===== config.mk =====
export PLATFORM = sky130hd
export DESIGN_NAME = playbus_sequencer
export DESIGN_NICKNAME = d
export VERILOG_FILES = /design/src/rtl/playbus_sequencer.sv
export SDC_FILE = /design/constraint.sdc
export NUM_CORES = 1
export LEC_CHECK = 0
export CAP_MARGIN = 20
export CORE_MARGIN = 4
export CORE_UTILIZATION = 49
export DETAILED_ROUTE_END_ITERATION = 16
export PLACE_DENSITY = 0.8
export SLEW_MARGIN = 20
export SYNTH_ARGS = -nofsm -noshare
export SYNTH_HDL_FRONTEND = slang
export SYNTH_SLANG_ARGS = --single-unit
export TNS_END_PERCENT = 20

===== constraint.sdc =====
create_clock -name clk -period 2.8 [get_ports clk]
set_input_delay 0.7 -clock clk [delete_from_list [all_inputs] [get_ports clk]]
set_output_delay 0.7 -clock clk [all_outputs]
set_load 0.005 [all_outputs]

===== src/rtl/playbus_sequencer.sv =====
// PlayBus level 2 stored-program sequencer.
// Fetches ROM words and replays them as PlayBus strobe cycles.
module playbus_sequencer #(
  parameter int AW       = 5,
  parameter int PROG_LEN = 32,
  parameter bit LOOP     = 1'b0
) (
  input  logic          clk,
  input  logic          n_reset,
  input  logic          start,
  input  logic          step_mode,
  input  logic          step,
  input  logic [AW+2:0] instr,
  output logic [AW-1:0] addr,
  output logic          ROMO,
  output logic          RAMO,
  output logic          RAMW,
  output logic          SWBEN,
  output logic          LEDLTCH,
  output logic [AW-1:0] pc,
  output logic          busy,
  output logic          halted
);

  typedef enum logic [2:0] {
    IDLE,
    FETCH,
    EXEC,
    XFER,
    PAUSE,
    HALT
  } state_t;

  localparam logic [AW-1:0] LAST = AW'(PROG_LEN - 1);

  state_t        state;
  state_t        fin_state;
  logic [AW+2:0] ir;
  logic [AW-1:0] fin_pc;
  logic [2:0]    func;
  logic [AW-1:0] opnd;
  logic          step_q;
  logic          long_op;

  assign func    = ir[AW+2:AW];
  assign opnd    = ir[AW-1:0];
  assign long_op = (func >= 3'd3);

  // Where an instruction goes once it completes.
  always_comb begin
    fin_pc    = pc;
    fin_state = step_mode ? PAUSE : FETCH;
    if (pc == LAST && !LOOP) begin
      fin_state = HALT;
    end else if (pc == LAST) begin
      fin_pc = '0;
    end else begin
      fin_pc = pc + 1'b1;
    end
  end

  always_ff @(posedge clk) begin
    if (!n_reset) begin
      state  <= IDLE;
      pc     <= '0;
      ir     <= '0;
      step_q <= 1'b0;
    end else begin
      step_q <= step;
      unique case (state)
        IDLE: begin
          if (start) state <= FETCH;
        end
        FETCH: begin
          ir    <= instr;
          state <= EXEC;
        end
        EXEC: begin
          if (long_op) begin
            state <= XFER;
          end else begin
            state <= fin_state;
            pc    <= fin_pc;
          end
        end
        XFER: begin
          state <= fin_state;
          pc    <= fin_pc;
        end
        PAUSE: begin
          if (step && !step_q) state <= FETCH;
        end
        HALT: begin
          if (start) begin
            pc    <= '0;
            state <= FETCH;
          end
        end
        default: state <= IDLE;
      endcase
    end
  end

  // Moore decode: state, pc and ir only.
  always_comb begin
    addr    = '0;
    ROMO    = 1'b0;
    RAMO    = 1'b0;
    RAMW    = 1'b0;
    SWBEN   = 1'b0;
    LEDLTCH = 1'b0;
    busy    = 1'b0;
    halted  = 1'b0;
    unique case (1'b1)
      (state == FETCH): begin
        addr = pc;
        ROMO = 1'b1;
        busy = 1'b1;
      end
      (state == EXEC),
      (state == XFER): begin
        addr = opnd;
        busy = 1'b1;
        case (func)
          3'd0, 3'd4:       ROMO  = 1'b1;
          3'd1, 3'd7:       RAMO  = 1'b1;
          3'd2, 3'd3, 3'd5: SWBEN = 1'b1;
          default:          ;
        endcase
        if (state == EXEC) begin
          RAMW    = (func == 3'd3) || (func == 3'd4);
          LEDLTCH = (func >= 3'd5);
        end
      end
      (state == HALT): halted = 1'b1;
      default: ;
    endcase
  end

endmodule


---- Word-level counts from Yosys, hierarchy flattened ----
Cells that the tools add are included.
word-level totals
  register bits ........................... 17
  bits in latches ......................... 0
  RAM bits ................................ 0
  ROM bits ................................ 0
  input bits .............................. 13
  output and inout bits ................... 17
  memories ................................ 0
cells by class
  add/sub/neg operators ................... 1
  multiply operators ...................... 0
  divide/modulo/power cells ............... 0
  $lt $le $gt $ge ......................... 2
  eq/ne operators ......................... 16
  shift operators ......................... 0
  muxes and demuxes ....................... 23
  bitwise gates (word level) .............. 0
  reduce and logical (&&, ||, !) cells .... 14
operators with widths
  operator                                                            count
  == test 3 bit (second input constant)                               5
  two-way mux 3 bit                                                   5
  two-way mux 5 bit                                                   3
  case mux 3 bit (5 select lines)                                     1
  case mux 5 bit (3 select lines)                                     1
  == test 3 x 2 -> 1 bit (second input constant)                      4
  two-way mux 1 bit                                                   11
  case mux 5 bit (2 select lines)                                     1
  OR reduction 2 bit                                                  4
  == test 3 x 1 -> 1 bit (second input constant)                      2
  zero test 3 bit                                                     2
  != test 2 bit (second input constant)                               3
  OR reduction 3 bit                                                  2
  adder 5 x 1 -> 5 bit (second input constant)                        1
  == test 5 bit (second input constant)                               1
  greater-or-equal comparator 3 x 2 -> 1 bit (second input constant)  1
  greater-or-equal comparator 3 bit (second input constant)           1
  AND reduction 3 bit                                                 1
  nonzero test 3 bit                                                  1
  != test 2 x 1 -> 1 bit (second input constant)                      1
  case mux 1 bit (2 select lines)                                     1
  AND reduction 2 bit                                                 1
  logical AND 1 bit                                                   1
  zero test 1 bit                                                     1
  logical OR 1 bit                                                    1

---- Depth between registers and ports, before layout ----
  word-level depth ........................ 4
  mapped depth ............................ 7

---- Least setup slack after synthesis ----
Ideal clock, no wire load.
  kind .................................... register to register
  from .................................... register pc[0]
  to ...................................... register pc[0]
  library setup time ...................... 115 ps
  arrival time ............................ 1,661 ps
  required time ........................... 2,685 ps
  setup slack ............................. 1,024 ps
  stages on the path, launching flop included .. 8
  buffers on the path ..................... 0
  cells stage by stage .................... dfxtp_1 -> ha_1 -> and3_1 -> ha_1 -> nor3b_2 -> nand2_1 -> and3_1 -> o21a_1
between the ends
  word-level cells in the longest chain between the ends .. 4
  elaborated cells between the ends (all ways) .. 5
RTL lines
  item                                                   RTL line    source
  start: declaration                                     20          output logic [AW-1:0] pc,
  start signal: assignment                               83          pc <= fin_pc;
  start signal: assignment                               88          pc <= fin_pc;
  adder 5 x 1 -> 5 bit or == test 5 bit (tied branches)  58, 53, 55
  two-way mux 5 bit (*)                                  53          if (pc == LAST && !LOOP) begin
  two-way mux 5 bit                                      79          if (long_op) begin
  case mux 5 bit (3 select lines) (*)                    70          unique case (state)
Mark *: on every way between the ends. The rest lies on a longest branch, timed or not. The select of a mux whose other input is x is not followed.
A chain may end at the register's enable or synchronous reset.

---- Final worst setup path ----
  from .................................... register state[0]
  to ...................................... output addr[4]
between the ends
  word-level cells in the longest chain between the ends .. 3
  elaborated cells between the ends (all ways) .. 5
RTL lines
  item                                              RTL line  source
  start: declaration                                36        state_t state;
  start signal: assignment                          82        state <= fin_state;
  start signal: assignment                          87        state <= fin_state;
  == test 3 x 2 -> 1 bit, on equally long branches  120, 121
  OR reduction 2 bit                                114       unique case (1'b1)
  case mux 5 bit (2 select lines) (*)               114
  end: declaration                                  14        output logic [AW-1:0] addr,
Mark *: on every way between the ends. The rest lies on a longest branch, timed or not.

==> flow_metrics.py <==
metrics = {
    "clock_network": {
        "clk_latency_ns": 0.29,
        "htreeDepth": 1,
        "ctsRootBufferMaster": "clkbuf_4",
        "clkTransAtPathRegs_ns": 0.10,
        "cts-hold-fix-buffers": 0,
        "cts_max_path_buffers": 2,
        "clock-sinks": 17,
        "cts_tree": "built",
        "cts_made_buffers": 3,
    },
    "global_routing": {
        "top_usage_layer": "met2",
        "use_met3_pct": 5.07,
        "grt_pass1_vias": 902,
        "grt-ovfl-total": 0,
        "grt_max_degree": 21,
        "grtUsageTotal_pct": 18.9,
        "grt_pass1_wl_mm": 3.91,
        "grtUsageMet1_pct": 24.1,
        "antenna_found_initial": 0,
        "met2_usage_pct": 31.0,
    },
    "final_layout": {
        "drive_gt1_share_pct": 7.38,
        "syn_to_final_growth_pct": 30.8,
        "n_antenna_cell": 0,
        "fin_nets": 165,
        "final-instance-count-excl-fill": 174,
    },
    "setup_path": {
        "cp.arrival_ns": 1.91,
        "crit_type": "reg -> out",
        "critPathRequiredTime_ns": 2.10,
        "worstSetupEndpointType": "output pin",
        "cp_max_fo": 16,
        "cp-start-kind": "flop",
    },
    "yosys": {
        "syn-num-nets": 138,
        "netlist_top_cells_area": "dfxtp_1, nor2_1, mux2i_1",
        "synth-compound-area-share_pct": 19.5,
        "synth_mux_area_share_pct": 9.14,
        "synth_fa_ha_area_share_pct": 2.54,
        "ys_types": 36,
        "synth_area_per_cell_um2": 8.02,
        "ys_seq_elements": 17,
        "synth_cells": 123,
        "synth_top_area_cell": "dfxtp_1",
        "synth_top_family_by_area": "simple AND/OR/NAND/NOR gates",
        "synth-simple-area-share_pct": 28.6,
        "synth_xor_area_share_pct": 0,
        "ys_seq_area_share_pct": 34.5,
        "yosysTopAreaCellShare_pct": 34.5,
        "netlist_area_um2": 986,
        "yosysWarnings": 0,
    },
    "sta": {
        "setup_ws_ns": 0.195,
        "period_needed_ns": 2.61,
        "worst_pin_slew_ns": 0.644,
        "hold_ws_ns": 0.512,
        "post-route-period-util_pct": 93.1,
        "final-max-slew-violation-count": 0,
        "finalSetupViolations": 0,
        "rsz0062_at_grt": "false",
        "fmax_mhz": 384,
        "relSlewSlack_pct": 57.0,
        "setup_tns_ns": 0,
        "finalHoldViolCount": 0,
        "finClkSkew_ns": 0.00300,
    },
    "drt": {
        "viasPerCell": 5.74,
        "first_pass_iters": 4,
        "drt_wl_total_mm": 2.33,
        "drc": 0,
        "avgRoutedWirePerCell_um": 13.4,
        "vias": 998,
        "ant_nets": 0,
        "drt_iter0_drc": 27,
    },
    "die": {
        "placementRows": 15,
        "core_area_mm2": 0.00182,
        "die_y_um": 52.9,
        "fp.dieW_um": 52.9,
        "floorplan.initialDensity_pct": 54.2,
        "dieArea_mm2": 0.00279,
        "pin_count": 30,
    },
    "placement": {
        "place_congestion": 0.821,
        "placed_cells": 170,
        "port_buffers": 29,
        "pre_cts_ws_ns": 0.413,
        "dp_hpwl_mm": 1.75,
    },
    "flow_run": {
        "drv_cap": 0,
    },
    "power": {
        "power.total_w": 0.000600,
        "p_per_area_mw_per_mm2": 465,
        "leakagePower_nw": 0.506,
        "ir_drop_mv": 0.352,
    },
    "outcome": {
        "status": "finished, final reports clean",
    },
    "hold_path": {
        "hp-class": "reg -> reg",
    },
}
Yosys cell counts, drive strengths merged:
cell and instances:
a21oi 9, o21ai 4, nor2 29, nor3b 1
o22ai 1, o221ai 1, ha 2, nor3 4
nand3 1, nand2 9, or3 1, a32oi 2
inv 3, and3b 1, nand2b 3, a311oi 1
clkbuf 2, mux2i 9, or2 1, nor2b 4
buf 5, a22oi 2, o21a 3, and2b 1
dfxtp 17, o21bai 1, a221oi 2, a221o 1
and3 3
placed cells by master (no fill, tap or decap), types with 4 or more instances in the layout:
cell	n
nor3_1	4
nor2_1	28
clkdlybuf4s50_1	29
nand2_1	9
a21oi_1	8
dfxtp_1	16
mux2i_1	9
cell families (layout without fill, tap and decap cells):
logic type	Yosys count	after routing
buf+inv	10	36
mux	9	9
compound gates	27	27
flops	17	17
simple gates	58	58
fa+ha+maj	2	2
sequential cells by signal (all words and copies together), names as in the netlist:
name / cells
step_q: 1
ir: 8
state: 3
pc: 5
layout make-up:
| cell class | count | area, um2 |
|---|---|---|
| Multi-Input combinational cell | 96 | 589 |
| Fill cell | 165 | 531 |
| Sequential cell | 17 | 342 |
| Timing Repair Buffer | 29 | 290 |
| Tap cell | 25 | 31.3 |
| Clock buffer | 4 | 26.3 |
| Inverter | 3 | 11.3 |
power breakdown:
part	switching [W]	internal (W)	leakage (nW)
sequential	0.0000464	0.000263	0.139
clock	0.0000762	0.0000554	0.0150
combinational	0.0000692	0.0000896	0.352
per-layer routing:
| metal | vias to the layer above | part of all wire, % |
|---|---|---|
| li1 | 486 | - |
| met1 | 468 | 44 |
| met2 | 38 | 49 |
| met3 | 6 | 6.7 |
| met4 | 0 | 0.90 |
| met5 | - | 0 |
critical path: stages, from the launching register on:
cell             delay, ns
dfxtp_1               0.64
nor2b_4               0.27
a22oi_1               0.09
nor2_1                0.12
clkdlybuf4s50_1       0.51
timing repair:
action                                  CTS  global route
buffers inserted                          0             0
gates resized for setup                   0             1
endpoints found under the setup margin    0             1
hold endpoints to repair                  0             0
final timing paths:
kind	from	to	slack, ns	cells after the start
worst min-delay path	ir[1]	ir[1]	0.51	2
worst min register to register	ir[1]	ir[1]	0.51	2
worst max-delay path	state[0]	addr[4]	0.19	4
worst max register to register	pc[0]	pc[0]	0.83	7
per-stage QoR:
step | util, % | instance area [um2]
after floorplan | - | 986
after global placement | 69.3 | 1260
after detailed placement | 69.3 | 1260
after CTS | 70.8 | 1290
after global routing | 70.9 | 1290
final | 70.9 | 1290
Note: power is estimated with default switching activity, not from simulation.
